## src/rtl/serial_magnitude_comparator_pkg.sv

```systemverilog
// Shared constants for the serial magnitude comparator:
// FSM state encodings, result codes and the result bundle.
package serial_magnitude_comparator_pkg;

    localparam logic [1:0] ST_IDLE = 2'd0;
    localparam logic [1:0] ST_SCAN = 2'd1;
    localparam logic [1:0] ST_DONE = 2'd2;

    // {less, great, equal}
    localparam logic [2:0] RES_NONE  = 3'b000;
    localparam logic [2:0] RES_LESS  = 3'b100;
    localparam logic [2:0] RES_GREAT = 3'b010;
    localparam logic [2:0] RES_EQUAL = 3'b001;

    typedef struct packed {
        logic less;
        logic great;
        logic equal;
    } cmp_result_t;

endpackage

```

## src/rtl/serial_magnitude_comparator_chunk_comparator.sv

```systemverilog
// Combinational unsigned compare of one STEP-bit chunk.
// Exactly one of lt/gt/eq is high.
module chunk_comparator #(
    parameter int STEP = 1
) (
    input  logic [STEP-1:0] x,
    input  logic [STEP-1:0] y,
    output logic            lt,
    output logic            gt,
    output logic            eq
);

    assign lt = (x < y);
    assign gt = (x > y);
    assign eq = (x == y);

endmodule

```

## src/rtl/serial_magnitude_comparator.sv

```systemverilog
// Multi-cycle magnitude comparator: scans STEP-bit chunks MSB first
// and stops at the first differing chunk. Unsigned or two's complement.
module serial_magnitude_comparator
    import serial_magnitude_comparator_pkg::*;
#(
    parameter int WIDTH = 8,
    parameter int STEP  = 1
) (
    input  logic             clk,
    input  logic             rst,
    input  logic             start,
    input  logic             signed_mode,
    input  logic [WIDTH-1:0] a,
    input  logic [WIDTH-1:0] b,
    output logic             busy,
    output logic             done,
    output logic             less,
    output logic             great,
    output logic             equal
);

    localparam int NCHUNK = WIDTH / STEP;
    localparam int CW     = (NCHUNK > 1) ? $clog2(NCHUNK) : 1;
    localparam logic [CW-1:0] LAST = CW'(NCHUNK - 1);

    generate
        if ((WIDTH % STEP) != 0 || WIDTH < 2) begin : g_bad_param
            $error("serial_magnitude_comparator: bad WIDTH/STEP");
        end
    endgenerate

    logic [1:0]       state;
    logic [WIDTH-1:0] sh_a;
    logic [WIDTH-1:0] sh_b;
    logic [CW-1:0]    cnt;
    logic             mode;
    cmp_result_t      res;

    logic [STEP-1:0]  ca;
    logic [STEP-1:0]  cb;
    logic             c_lt;
    logic             c_gt;
    logic             c_eq;

    // Flipping both sign bits on the top chunk maps signed order onto unsigned.
    always_comb begin
        ca = sh_a[WIDTH-1 -: STEP];
        cb = sh_b[WIDTH-1 -: STEP];
        if (mode && (cnt == LAST)) begin
            ca[STEP-1] = ~ca[STEP-1];
            cb[STEP-1] = ~cb[STEP-1];
        end
    end

    chunk_comparator #(
        .STEP (STEP)
    ) u_chunk (
        .x  (ca),
        .y  (cb),
        .lt (c_lt),
        .gt (c_gt),
        .eq (c_eq)
    );

    always_ff @(posedge clk) begin
        if (rst) begin
            state <= ST_IDLE;
            sh_a  <= '0;
            sh_b  <= '0;
            cnt   <= '0;
            mode  <= 1'b0;
            res   <= '0;
        end else begin
            unique case (state)
                ST_IDLE: begin
                    if (start) begin
                        sh_a  <= a;
                        sh_b  <= b;
                        mode  <= signed_mode;
                        cnt   <= LAST;
                        state <= ST_SCAN;
                    end
                end
                ST_SCAN: begin
                    if (!c_eq) begin
                        res.less  <= c_lt;
                        res.great <= c_gt;
                        res.equal <= 1'b0;
                        state     <= ST_DONE;
                    end else if (cnt == '0) begin
                        res.less  <= 1'b0;
                        res.great <= 1'b0;
                        res.equal <= 1'b1;
                        state     <= ST_DONE;
                    end else begin
                        sh_a <= sh_a << STEP;
                        sh_b <= sh_b << STEP;
                        cnt  <= cnt - 1'b1;
                    end
                end
                ST_DONE: begin
                    state <= ST_IDLE;
                end
                default: begin
                    state <= ST_IDLE;
                end
            endcase
        end
    end

    assign busy  = (state != ST_IDLE);
    assign done  = (state == ST_DONE);
    assign less  = res.less;
    assign great = res.great;
    assign equal = res.equal;

endmodule

```

## config.mk

```make
export PLATFORM = sky130hd
export DESIGN_NAME = serial_magnitude_comparator
export DESIGN_NICKNAME = d
export VERILOG_FILES = /design/src/rtl/serial_magnitude_comparator_pkg.sv /design/src/rtl/serial_magnitude_comparator_chunk_comparator.sv /design/src/rtl/serial_magnitude_comparator.sv
export SDC_FILE = /design/constraint.sdc
export NUM_CORES = 1
export LEC_CHECK = 0
export ABC_AREA = 1
export ABC_CLOCK_PERIOD_IN_PS = 1700
export CAP_MARGIN = 15
export CORE_MARGIN = 1.5
export CORE_UTILIZATION = 51
export CTS_CLUSTER_SIZE = 14
export DETAILED_ROUTE_END_ITERATION = 10
export GPL_TIMING_DRIVEN = 0
export HOLD_SLACK_MARGIN = 0.1
export PLACE_DENSITY = 0.79
export SYNTH_ARGS = -nofsm -noshare
export SYNTH_HDL_FRONTEND = slang
export SYNTH_SLANG_ARGS = --single-unit
```

## constraint.sdc

```tcl
create_clock -name clk -period 1.7 [get_ports clk]
set_input_delay 0.34 -clock clk [delete_from_list [all_inputs] [get_ports clk]]
set_output_delay 0.34 -clock clk [all_outputs]
set_load 0.05 [all_outputs]
```

### Yosys cells after proc, flatten, opt, wreduce, memory -nomap -nowiden

Cells that the tools add are included.
Widths: inputs -> output; s select.

| word-level totals | value |
|---|---|
| logic and storage cells | 51 |
| flip-flop bits (word level) | 25 |
| output and inout bits | 5 |
| input port bits | 20 |

| operators by class | value |
|---|---|
| muxes and demuxes | 20 |
| reductions and logical operators | 9 |
| order comparisons | 2 |
| eq/ne operators | 9 |
| $add $sub $neg | 1 |
| bitwise logic cells | 2 |

Operators by type and width:

| operator | count |
|---|---|
| $mux 8 | 6 |
| $pmux 8 s2 | 2 |
| $mux 3 | 5 |
| $mux 2 | 3 |
| $ne 2x2->1 const B | 3 |
| $pmux 3 s2 | 1 |
| $reduce_and 2->1 | 3 |
| $pmux 2 s2 | 1 |
| $reduce_and 4->1 | 1 |
| $reduce_bool 2->1 | 2 |
| $eq 3x3->1 const B | 1 |
| $logic_not 3->1 | 1 |
| $ne 3x3->1 const B | 1 |
| $sub 3x1->3 const B | 1 |
| $eq 2x1->1 const B | 1 |
| $eq 2x2->1 const B | 1 |
| $logic_not 2->1 | 1 |
| $mux 1 | 2 |
| $ne 2x1->1 const B | 1 |
| $not 1->1 | 2 |
| $eq 1x1->1 | 1 |
| $gt 1x1->1 | 1 |
| $logic_and 1x1->1 | 1 |
| $lt 1x1->1 | 1 |

### Longest topological paths before layout

Gate-level depths: netlist of run 1.

| logic depth | value |
|---|---|
| word-level depth | 6 |
| depth in mapped cells | 11 |
| mapped depth without buffers | 10 |

### Modules after synthesis

A second synthesis of run 1 with hierarchy kept.

| second synthesis, totals | value |
|---|---|
| cell total of the unflattened synthesis | 222 |
| area, all modules | 1481.4 µm² |

Modules (own cells, without submodules):

| module | area each (µm²) | cells an instance | times used | sequential area each (µm²) |
|---|---|---|---|---|
| serial_magnitude_comparator | 1448.9 | 218 | 1 | 500.5 |
| chunk_comparator | 32.5 | 4 | 1 | 0.0 |

### Worst setup path before layout of run 1

No wires, ideal clock.

| path | value |
|---|---|
| kind | reg-to-output |
| start | register state[1] |
| end | output port done |
| path buffers | 0 |
| setup slack | 0.359 ns |
| data arrival time | 1.001 ns |
| data required time | 1.360 ns |
| cell stages (with the launch flop) | 3 |
| cells stage by stage | dfxtp_1 -> inv_2 -> nor2_1 |

| between the ends | value |
|---|---|
| longest elaborated chain between the ends | 1 |

Ends and longest elaborated chain:

| what | line | RTL |
|---|---|---|
| start: declaration | serial_magnitude_comparator.sv:32 | `logic [1:0] state;` |
| start signal: assignment | serial_magnitude_comparator.sv:67 | `state <= ST_IDLE;` |
| start signal: assignment | serial_magnitude_comparator.sv:81 | `state <= ST_SCAN;` |
| start signal: assignment | serial_magnitude_comparator.sv:89 | `state <= ST_DONE;` |
| $eq 2x2->1 | serial_magnitude_comparator.sv:112 | `assign done = (state == ST_DONE);` |
| end: declaration | serial_magnitude_comparator.sv:16 | `output logic done,` |

Every way passes these cells.

### Worst setup path after layout of run 1

Ends and elaborated chain as after synthesis.

==> metrics, run 1 <==
Root Driver clkbuf_4; most frequent cells in the layout nand2_1, nor2_1, dfxtp_1; Die W 55.0 um; CTS tree yes; RSZ-0062 raised after global routing no; P_leak 0.853 nW; post-synthesis adder-cell area fraction 2.72%; hold_sp sh_b[0]; first-pass detailed-route iteration total 4; cell-internal power 0.979 mW; crit path kind reg -> out; Synth area leader dfxtp_1; Setup crit end kind output port; clock-pin slew on the worst setup and hold paths 0.15 ns; GPL Wtd Cong 0.788; Crit-path slowest cell clkdlybuf4s15_1; Tmin final 1.63 ns; Yosys cell types 19; max-slew violations 0; setup ws final 0.0696 ns; top post-synthesis cells by area dfxtp_1, nand2_1, nor2_1; cells along the critical path inv_2, nor2_1, clkdlybuf4s15_1; critical path data arrival time 1.29 ns; commonest non-fill, non-tap cell in the layout nand2_1; first-pass GRT wire length 4420 um; die area 0.00302 sq mm; P&R area growth vs syn 21.7%; worst path bufs/invs 2; Max Cap Violations 0; initial antenna violation count 0; via count 1323; DP Wirelength 2010 um; Initial Util 54.6%; final net count 265; post-synthesis mux area share 0%; Final Cycle Share 95.9%; Crit path max-delay family buffers and inverters; ANT nets after route 0; syn_nets 236; Synth warnings 0; final wirelength 2820 um; Clock Power Share 17.9%; simple-gate share of the synthesized area 40.0%; Hold EP sh_b[0]; RR Startpoint cnt[0]; chip height 55.0 um; # diodes 0; GRT Total Usage 20.1%; layout cells sized above 1 11.2%; residual DRC count 0; Post-CTS Hold Buffers 0; worst hold path class reg -> reg; Max Fanout on Critical Path 4; Combinational Power Share 36.5%; VDD IR max 0.000731 V; Setup TNS 0 ns; GR Overflow Total 0; main combinational cell family by area after synthesis simple AND/OR/NAND/NOR gates; reg2reg setup slack 0.21 ns; Data required, critical path 1.36 ns; routed len/inst 10.4 um; Max Fclk 0.613 GHz; Final Hold Fails 0; port bufs 24; switching power 0.573 mW; Seq/Total Area, Yosys 36.3%; run status finished clean; num rows 18; post-synthesis average cell area 6.47 sq um; Post-CTS Setup Bufs 0; Initial DRC Count 39; Layout Skew 0.00674 ns; IO Pins 25; detail-routed via count per cell 4.88; R2R cell count 9; Mapped Area 0.00138 sq mm; Cells after Synth 213; vias in the first global route 1014; switching share of total power 36.9%; Seq pwr share 45.5%; pre-CTS WS 0.0699 ns; CP peak stage delay 0.50 ns; TritonCTS Sinks 25; Skew-Pair Late Insertion Delay 0.32 ns; Slew headroom 68.0%; hold depth 2; Placeable Area 0.00252 sq mm; end of the worst register-to-register path cnt[0]; largest net degree at the start of global routing 16; crit path launch type flip-flop; Synth Area in Compound Gates 7.72%; Synth Register Bits 25; CTS buffer count 3; xor/xnor share of the synthesized area 0%; CTS H-tree lvls 1; share of the synthesized area in the top cell type 36.3%; PD cells 926 mW/mm^2; Worst-Margin Slew 0.482 ns; deepest clock path buffer count 2; Setup violations, final 0
==> stage by stage <==
stage          instance area, sq um  hold slack (ns)  total power, mW  util (%)  instances
2_1_floorplan                  1380            0.412             1.14         -        213
3_3_place_gp                   1660            0.468             1.29      65.6        267
3_5_place_dp                   1660            0.471             1.30      65.6        267
4_1_cts                        1680            0.497             1.56      66.6        271
5_1_grt                        1680            0.530             1.66      66.5        271
6_report                       1680            0.493             1.55      66.5        271
==> state kept, by name, indices dropped and copies added (netlist names) <==
| signal | flops |
|---|---|
| less | 1 |
| cnt | 3 |
| equal | 1 |
| sh_b | 8 |
| mode | 1 |
| state | 2 |
| great | 1 |
| sh_a | 8 |
==> worst reg2reg max path: cells and delay by family, from the launching register on <==
| family | cells | cell delay (ns) |
|---|---|---|
| DFF | 1 | 0.39 |
| and+or+nand+nor | 4 | 0.35 |
| adders and majority gates | 1 | 0.19 |
| AOI/OAI and AO/OA | 1 | 0.16 |
| buffers and inverters | 3 | 0.31 |
==> how the worst max path moves through the flow <==
stage,from,end,slack [ns],cells past startpoint
after floorplan,state[1],done,0.36,2
after global placement,start,sh_a[3],0.09,7
after detailed placement,start,cnt[2],0.07,7
after CTS,state[0],busy,0.03,3
after global routing,state[1],done,0.02,3
final,state[1],done,0.07,3
==> Yosys cell counts <==
master	count
a21oi_1	3
a21oi_4	1
buf_2	2
buf_4	2
buf_6	5
dfxtp_1	25
ha_1	3
inv_1	23
inv_2	4
nand2_1	60
nand2_2	2
nand2_4	2
nand3_1	12
nand3_2	2
nand4_1	2
nor2_1	48
nor2_2	1
nor2_4	1
o21ai_0	15
==> power groups by stage <==
| stage | clock, mW | sequential [mW] | combinational, mW |
|---|---|---|---|
| 6_report | 0.279 | 0.707 | 0.567 |
| 5_1_grt | 0.306 | 0.719 | 0.639 |
| 4_1_cts | 0.281 | 0.707 | 0.570 |
| 3_5_place_dp | 0 | 0.721 | 0.576 |
| 3_3_place_gp | 0 | 0.719 | 0.570 |
| 2_1_floorplan | 0 | 0.741 | 0.402 |
==> per-layer routing <==
layer,global-route usage (%),part of all wire (%)
met2,34.7,47
met4,4.07,1.5
met1,27.1,48
met5,0,0
met3,2.42,3.7
==> timing repair <==
item | in CTS | in global routing
pin swaps | 0 | 0
gates cloned | 0 | 0
endpoints found under the setup margin | 5 | 2
gates resized for setup | 5 | 3
==> layout make-up <==
type	instances	area, sq um
inverters	27	101
fillers	245	846
well taps	30	37.5
repair buffers	24	231
multi-input cells	152	694
clock buffers	3	22.5
clock inverters	1	7.51
plain buffers	9	81.3
flip-flops and latches	25	500
==> logic make-up (layout without fill, tap and decap cells) <==
group / count (synthesis) / after routing
AND/OR/NAND/NOR: 130 / 130
buffers and inverters: 36 / 64
flip-flops: 25 / 25
AO/OA/AOI/OAI: 19 / 19
adder cells (fa/ha/maj): 3 / 3
Power figures use the tool's default switching activity.
==> run 2: changes to the inputs <==
SKIP_CTS_REPAIR_TIMING = 1   (was default)
==> run 2 against run 1 <==
Sequential share of layout area decreased by 0.37 points. Worst setup slack improved by 0.073 ns. Largest power group unchanged. Combinational power increased by 2%. Power increased by 0.65%. Sequential power about the same. Global-route usage unchanged. Clock skew decreased by 0.0013 ns. Critical path depth unchanged. Fmax increased by 4.7%. Via count unchanged.
==> metrics, run 2 (synthesis gave the netlist of run 1 again) <==
run status finished clean; Final Hold Fails 0 (unchanged); Max Fanout on Critical Path 3 (-1); layout cells sized above 1 10.8% (-0.41 points); clock-pin slew on the worst setup and hold paths 0.15 ns (about the same); port bufs 24 (unchanged); Die W 55.0 um (unchanged); PD cells 920 mW/mm^2 (-0.61%); Tmin final 1.56 ns (-0.0726 ns); Worst-Margin Slew 0.499 ns (+0.0164 ns); VDD IR max 0.000736 V (+0.58%); max-slew violations 0 (unchanged); GPL Wtd Cong 0.788 (unchanged); detail-routed via count per cell 4.88 (unchanged); first-pass detailed-route iteration total 4 (unchanged); ANT nets after route 0 (unchanged); Skew-Pair Late Insertion Delay 0.32 ns (about the same); GR Overflow Total 0 (unchanged); commonest non-fill, non-tap cell in the layout nand2_1; largest net degree at the start of global routing 16 (unchanged); CTS tree yes; Slew headroom 66.7% (-1.3 points); Top Registers sh_a (8), sh_b (8), cnt (3); IO Pins 25 (unchanged); vias in the first global route 1014 (unchanged); num rows 18 (unchanged); chip height 55.0 um (unchanged); fillers 239 (-2.4%); P_leak 0.921 nW (+8.0%); most frequent cells in the layout nand2_1, nor2_1, dfxtp_1; Setup TNS 0 ns (unchanged); critical path data arrival time 1.22 ns (-0.07 ns); deepest clock path buffer count 2 (unchanged); routed len/inst 10.4 um (+0.39%); crit path launch type flip-flop; crit path kind reg -> out; Max Cap Violations 0 (unchanged); RSZ-0062 raised after global routing no; first-pass GRT wire length 4420 um (unchanged); Placeable Area 0.00252 sq mm (unchanged); residual DRC count 0 (unchanged); CTS H-tree lvls 1 (unchanged); P&R area growth vs syn 23.3%; DP Wirelength 2010 um (unchanged); worst hold path class reg -> reg; die area 0.00302 sq mm (unchanged); Root Driver clkbuf_4; footprint of the multi-input gates 694 sq um (unchanged); Max Fclk 0.642 GHz (+4.7%); register area 500 sq um (unchanged); design area 0.00170 sq mm (+1.3%); initial antenna violation count 0 (unchanged); via count 1323 (unchanged); GRT Total Usage 20.1% (unchanged); # diodes 0 (unchanged); Setup crit end kind output port; Initial DRC Count 36 (-7.7%); Post-DP Area 0.00166 sq mm (unchanged); Initial Util 54.6% (unchanged); CTS buffer count 3 (unchanged); Overall Power 1.56 mW (+0.65%); Data required, critical path 1.36 ns (about the same); Final Cycle Share 91.6% (-4.3 points); Setup violations, final 0 (unchanged); final net count 265 (unchanged); TritonCTS Sinks 25 (unchanged); Layout Skew 0.00543 ns (-0.00131 ns); final wirelength 2830 um (+0.39%)
run 2: per-layer routing:
metal | global-route usage (%) | vias up | part of all wire, %
li1 | - | 702 | -
met1 | 27.1 | 589 | 49
met2 | 34.7 | 28 | 46
met3 | 2.42 | 4 | 3.4
met4 | 4.07 | 0 | 1.5
met5 | 0 | - | 0
run 2: layout make-up:
| class | count | share of cell area (%) |
|---|---|---|
| multi-input cells | 152 | 40.9 |
| flip-flops and latches | 25 | 29.5 |
| repair buffers | 24 | 14.9 |
| inverters | 27 | 5.97 |
| plain buffers | 9 | 4.79 |
| well taps | 30 | 2.21 |
| clock buffers | 3 | 1.33 |
| clock inverters | 1 | 0.442 |
run 2: worst paths after layout:
kind | start | endpoint | slack [ns] | depth (start not counted)
min reg2reg | sh_b[0] | sh_b[0] | 0.49 | 2
max | state[0] | busy | 0.14 | 3
min | sh_b[0] | sh_b[0] | 0.49 | 2
max reg2reg | cnt[0] | cnt[0] | 0.21 | 9
run 2: critical path, stage by stage (launching register included):
cell	delay (ns)
dfxtp_1	0.40
inv_2	0.05
nand2_1	0.05
dlymetal6s2s_1	0.40
run 2: power breakdown:
part           internal, mW  switching [mW]  leakage, nW
sequential            0.667          0.0396        0.207
combinational         0.231           0.345        0.700
clock                0.0896           0.190       0.0139
run 2: through the flow:
step | std cells | util, % | worst slack, ns | hold WS [ns]
after CTS | 271 | 66.8 | -0.241 | 0.497
after global routing | 271 | 67.3 | 0.0547 | 0.530
after detailed placement | 267 | 65.6 | 0.0699 | 0.471
final | 271 | 67.3 | 0.142 | 0.493
after floorplan | 213 | - | 0.359 | 0.412
after global placement | 267 | 65.6 | 0.0949 | 0.468
==> run 3: changes to the inputs <==
CORE_UTILIZATION = 35   (was 51)
PLACE_DENSITY = 0.58   (was 0.79)
==> run 3 against run 2 <==
Combinational power shrank 0.7%. Non-clock buffer count stayed put. Routed wire length up 7.2%. Register-to-register slack is essentially flat. Clock skew about the same. Die area increased by 43%. Final area grew 2.2%. Largest cell class unchanged.
==> metrics, run 3 (synthesis gave the netlist of run 1 again) <==
run status finished clean; Post-DP Area 0.00168 sq mm (+1.4%); switching power 0.578 mW (+0.51%); worst hold path class reg -> reg; VDD IR max 0.000464 V (-37%); commonest non-fill, non-tap cell in the layout nand2_1; Overall Power 1.64 mW (+5.2%); Setup violations, final 0 (unchanged); Worst-Margin Slew 0.500 ns (+0.00101 ns); # diodes 0 (unchanged); Initial DRC Count 64 (+78%); Max Fanout on Critical Path 3 (unchanged); Max Cap Violations 0 (unchanged); ANT nets after route 0 (unchanged); Combinational Power Share 34.8% (-2.0 points); critical path data arrival time 1.16 ns (-0.06 ns); first-pass GRT wire length 5190 um (+17%); switching share of total power 35.2% (-1.6 points); Initial Util 37.1% (-18 points); crit path kind reg -> out; GPL Wtd Cong 0.851 (+8.0%); Final Hold Fails 0 (unchanged); GRT Total Usage 15.7% (-4.5 points); initial antenna violation count 0 (unchanged); CTS tree yes; Skew-Pair Late Insertion Delay 0.27 ns (-0.05 ns); WHS 0.489 ns (-0.00448 ns); die area 0.00432 sq mm (+43%); first-pass detailed-route iteration total 4 (unchanged); routed len/inst 10.5 um (+0.57%); Slew headroom 66.6% (-0.067 points); GR Overflow Total 0 (unchanged); detail-routed via count per cell 4.43 (-9.2%); Max Fclk 0.667 GHz (+3.9%); final wirelength 3030 um (+7.2%); RSZ-0062 raised after global routing no; chip height 65.7 um (+20%); Top Registers sh_a (8), sh_b (8), cnt (3); deepest clock path buffer count 2 (unchanged); Crit-path slowest cell dlymetal6s2s_1; fillers 410 (+72%); CP peak stage delay 0.40 ns (about the same); Setup crit end kind output port; Layout Skew 0.00522 ns (-0.000208 ns); Crit path max-delay family buffers and inverters; Data required, critical path 1.36 ns (about the same); max-slew violations 0 (unchanged); num rows 22 (+4); P_leak 0.930 nW (+0.96%); final net count 265 (unchanged); design area 0.00174 sq mm (+2.2%); IO Pins 25 (unchanged); CTS buffer count 3 (unchanged); layout cells sized above 1 10.4% (-0.41 points); CTS H-tree lvls 1 (unchanged); largest net degree at the start of global routing 14 (-2); Clock Power Share 22.1% (+4.2 points); residual DRC count 0 (unchanged); Die W 65.7 um (+20%); TritonCTS Sinks 25 (unchanged); P&R area growth vs syn 26.0%; Placeable Area 0.00372 sq mm (+47%); port bufs 24 (unchanged); cell-internal power 1.07 mW (+7.9%); Root Driver clkbuf_8; most frequent cells in the layout nand2_1, nor2_1, dfxtp_1; cells along the critical path inv_2, nand2_1, dlymetal6s2s_1; DP Wirelength 2220 um (+10%); Seq pwr share 43.1% (-2.2 points); via count 1281 (-3.2%); Setup TNS 0 ns (unchanged); Tmin final 1.50 ns (-0.0579 ns); Final Cycle Share 88.2% (-3.4 points); vias in the first global route 1152 (+14%); PD cells 947 mW/mm^2 (+2.9%); worst path bufs/invs 2 (unchanged); crit path launch type flip-flop; clock-pin slew on the worst setup and hold paths 0.09 ns (-0.06 ns)
## run 3: cell count changes in the layout (fill, tap and decap cells not counted), sizes merged
cell	change
clkbuf	+1
clkinvlp	-1
## run 3: per-stage QoR
stage	worst slack [ns]	instances	util [%]
after floorplan	0.359	213	-
after global placement	0.0879	285	45.2
after detailed placement	0.0943	285	45.2
after CTS	-0.203	289	46.4
after global routing	0.0693	289	46.7
final	0.200	289	46.7
## run 3: power by group through the flow
stage	sequential (mW)	clock (mW)	combinational, mW
global route	0.718	0.410	0.649
floorplan	0.741	0	0.402
finish	0.708	0.363	0.572
detailed placement	0.723	0	0.577
global placement	0.721	0	0.577
CTS	0.709	0.383	0.579
## run 3: routing by layer
metal	track usage [%]	routed length (um)
met1	19.0	1490
met2	27.4	1400
met4	3.13	23
met5	0	0
met3	4.45	112
## run 3: worst paths after layout
kind	slack [ns]	depth (start not counted)	from	to
setup reg to reg	0.22	11	cnt[0]	sh_b[1]
hold reg to reg	0.49	2	sh_b[1]	sh_b[1]
setup / recovery	0.20	3	state[0]	busy
hold / removal	0.49	2	sh_b[1]	sh_b[1]
## run 3: layout make-up
cell class,count,area [sq um],area share [%]
multi-input cells,152,694,40.0
flip-flops and latches,25,500,28.8
repair buffers,24,253,14.6
inverters,27,101,5.84
plain buffers,9,81.3,4.69
well taps,48,60.1,3.46
clock buffers,4,45.0,2.60
## run 3: worst register-to-register path: stages (launching register included)
cell,delay (ns)
dfxtp_1,0.36
inv_1,0.08
ha_1,0.19
inv_1,0.06
nor2_2,0.05
nor2_4,0.14
nand2_4,0.10
nand2_4,0.08
buf_6,0.14
nand2_1,0.07
nand2_1,0.06
nor2_1,0.04
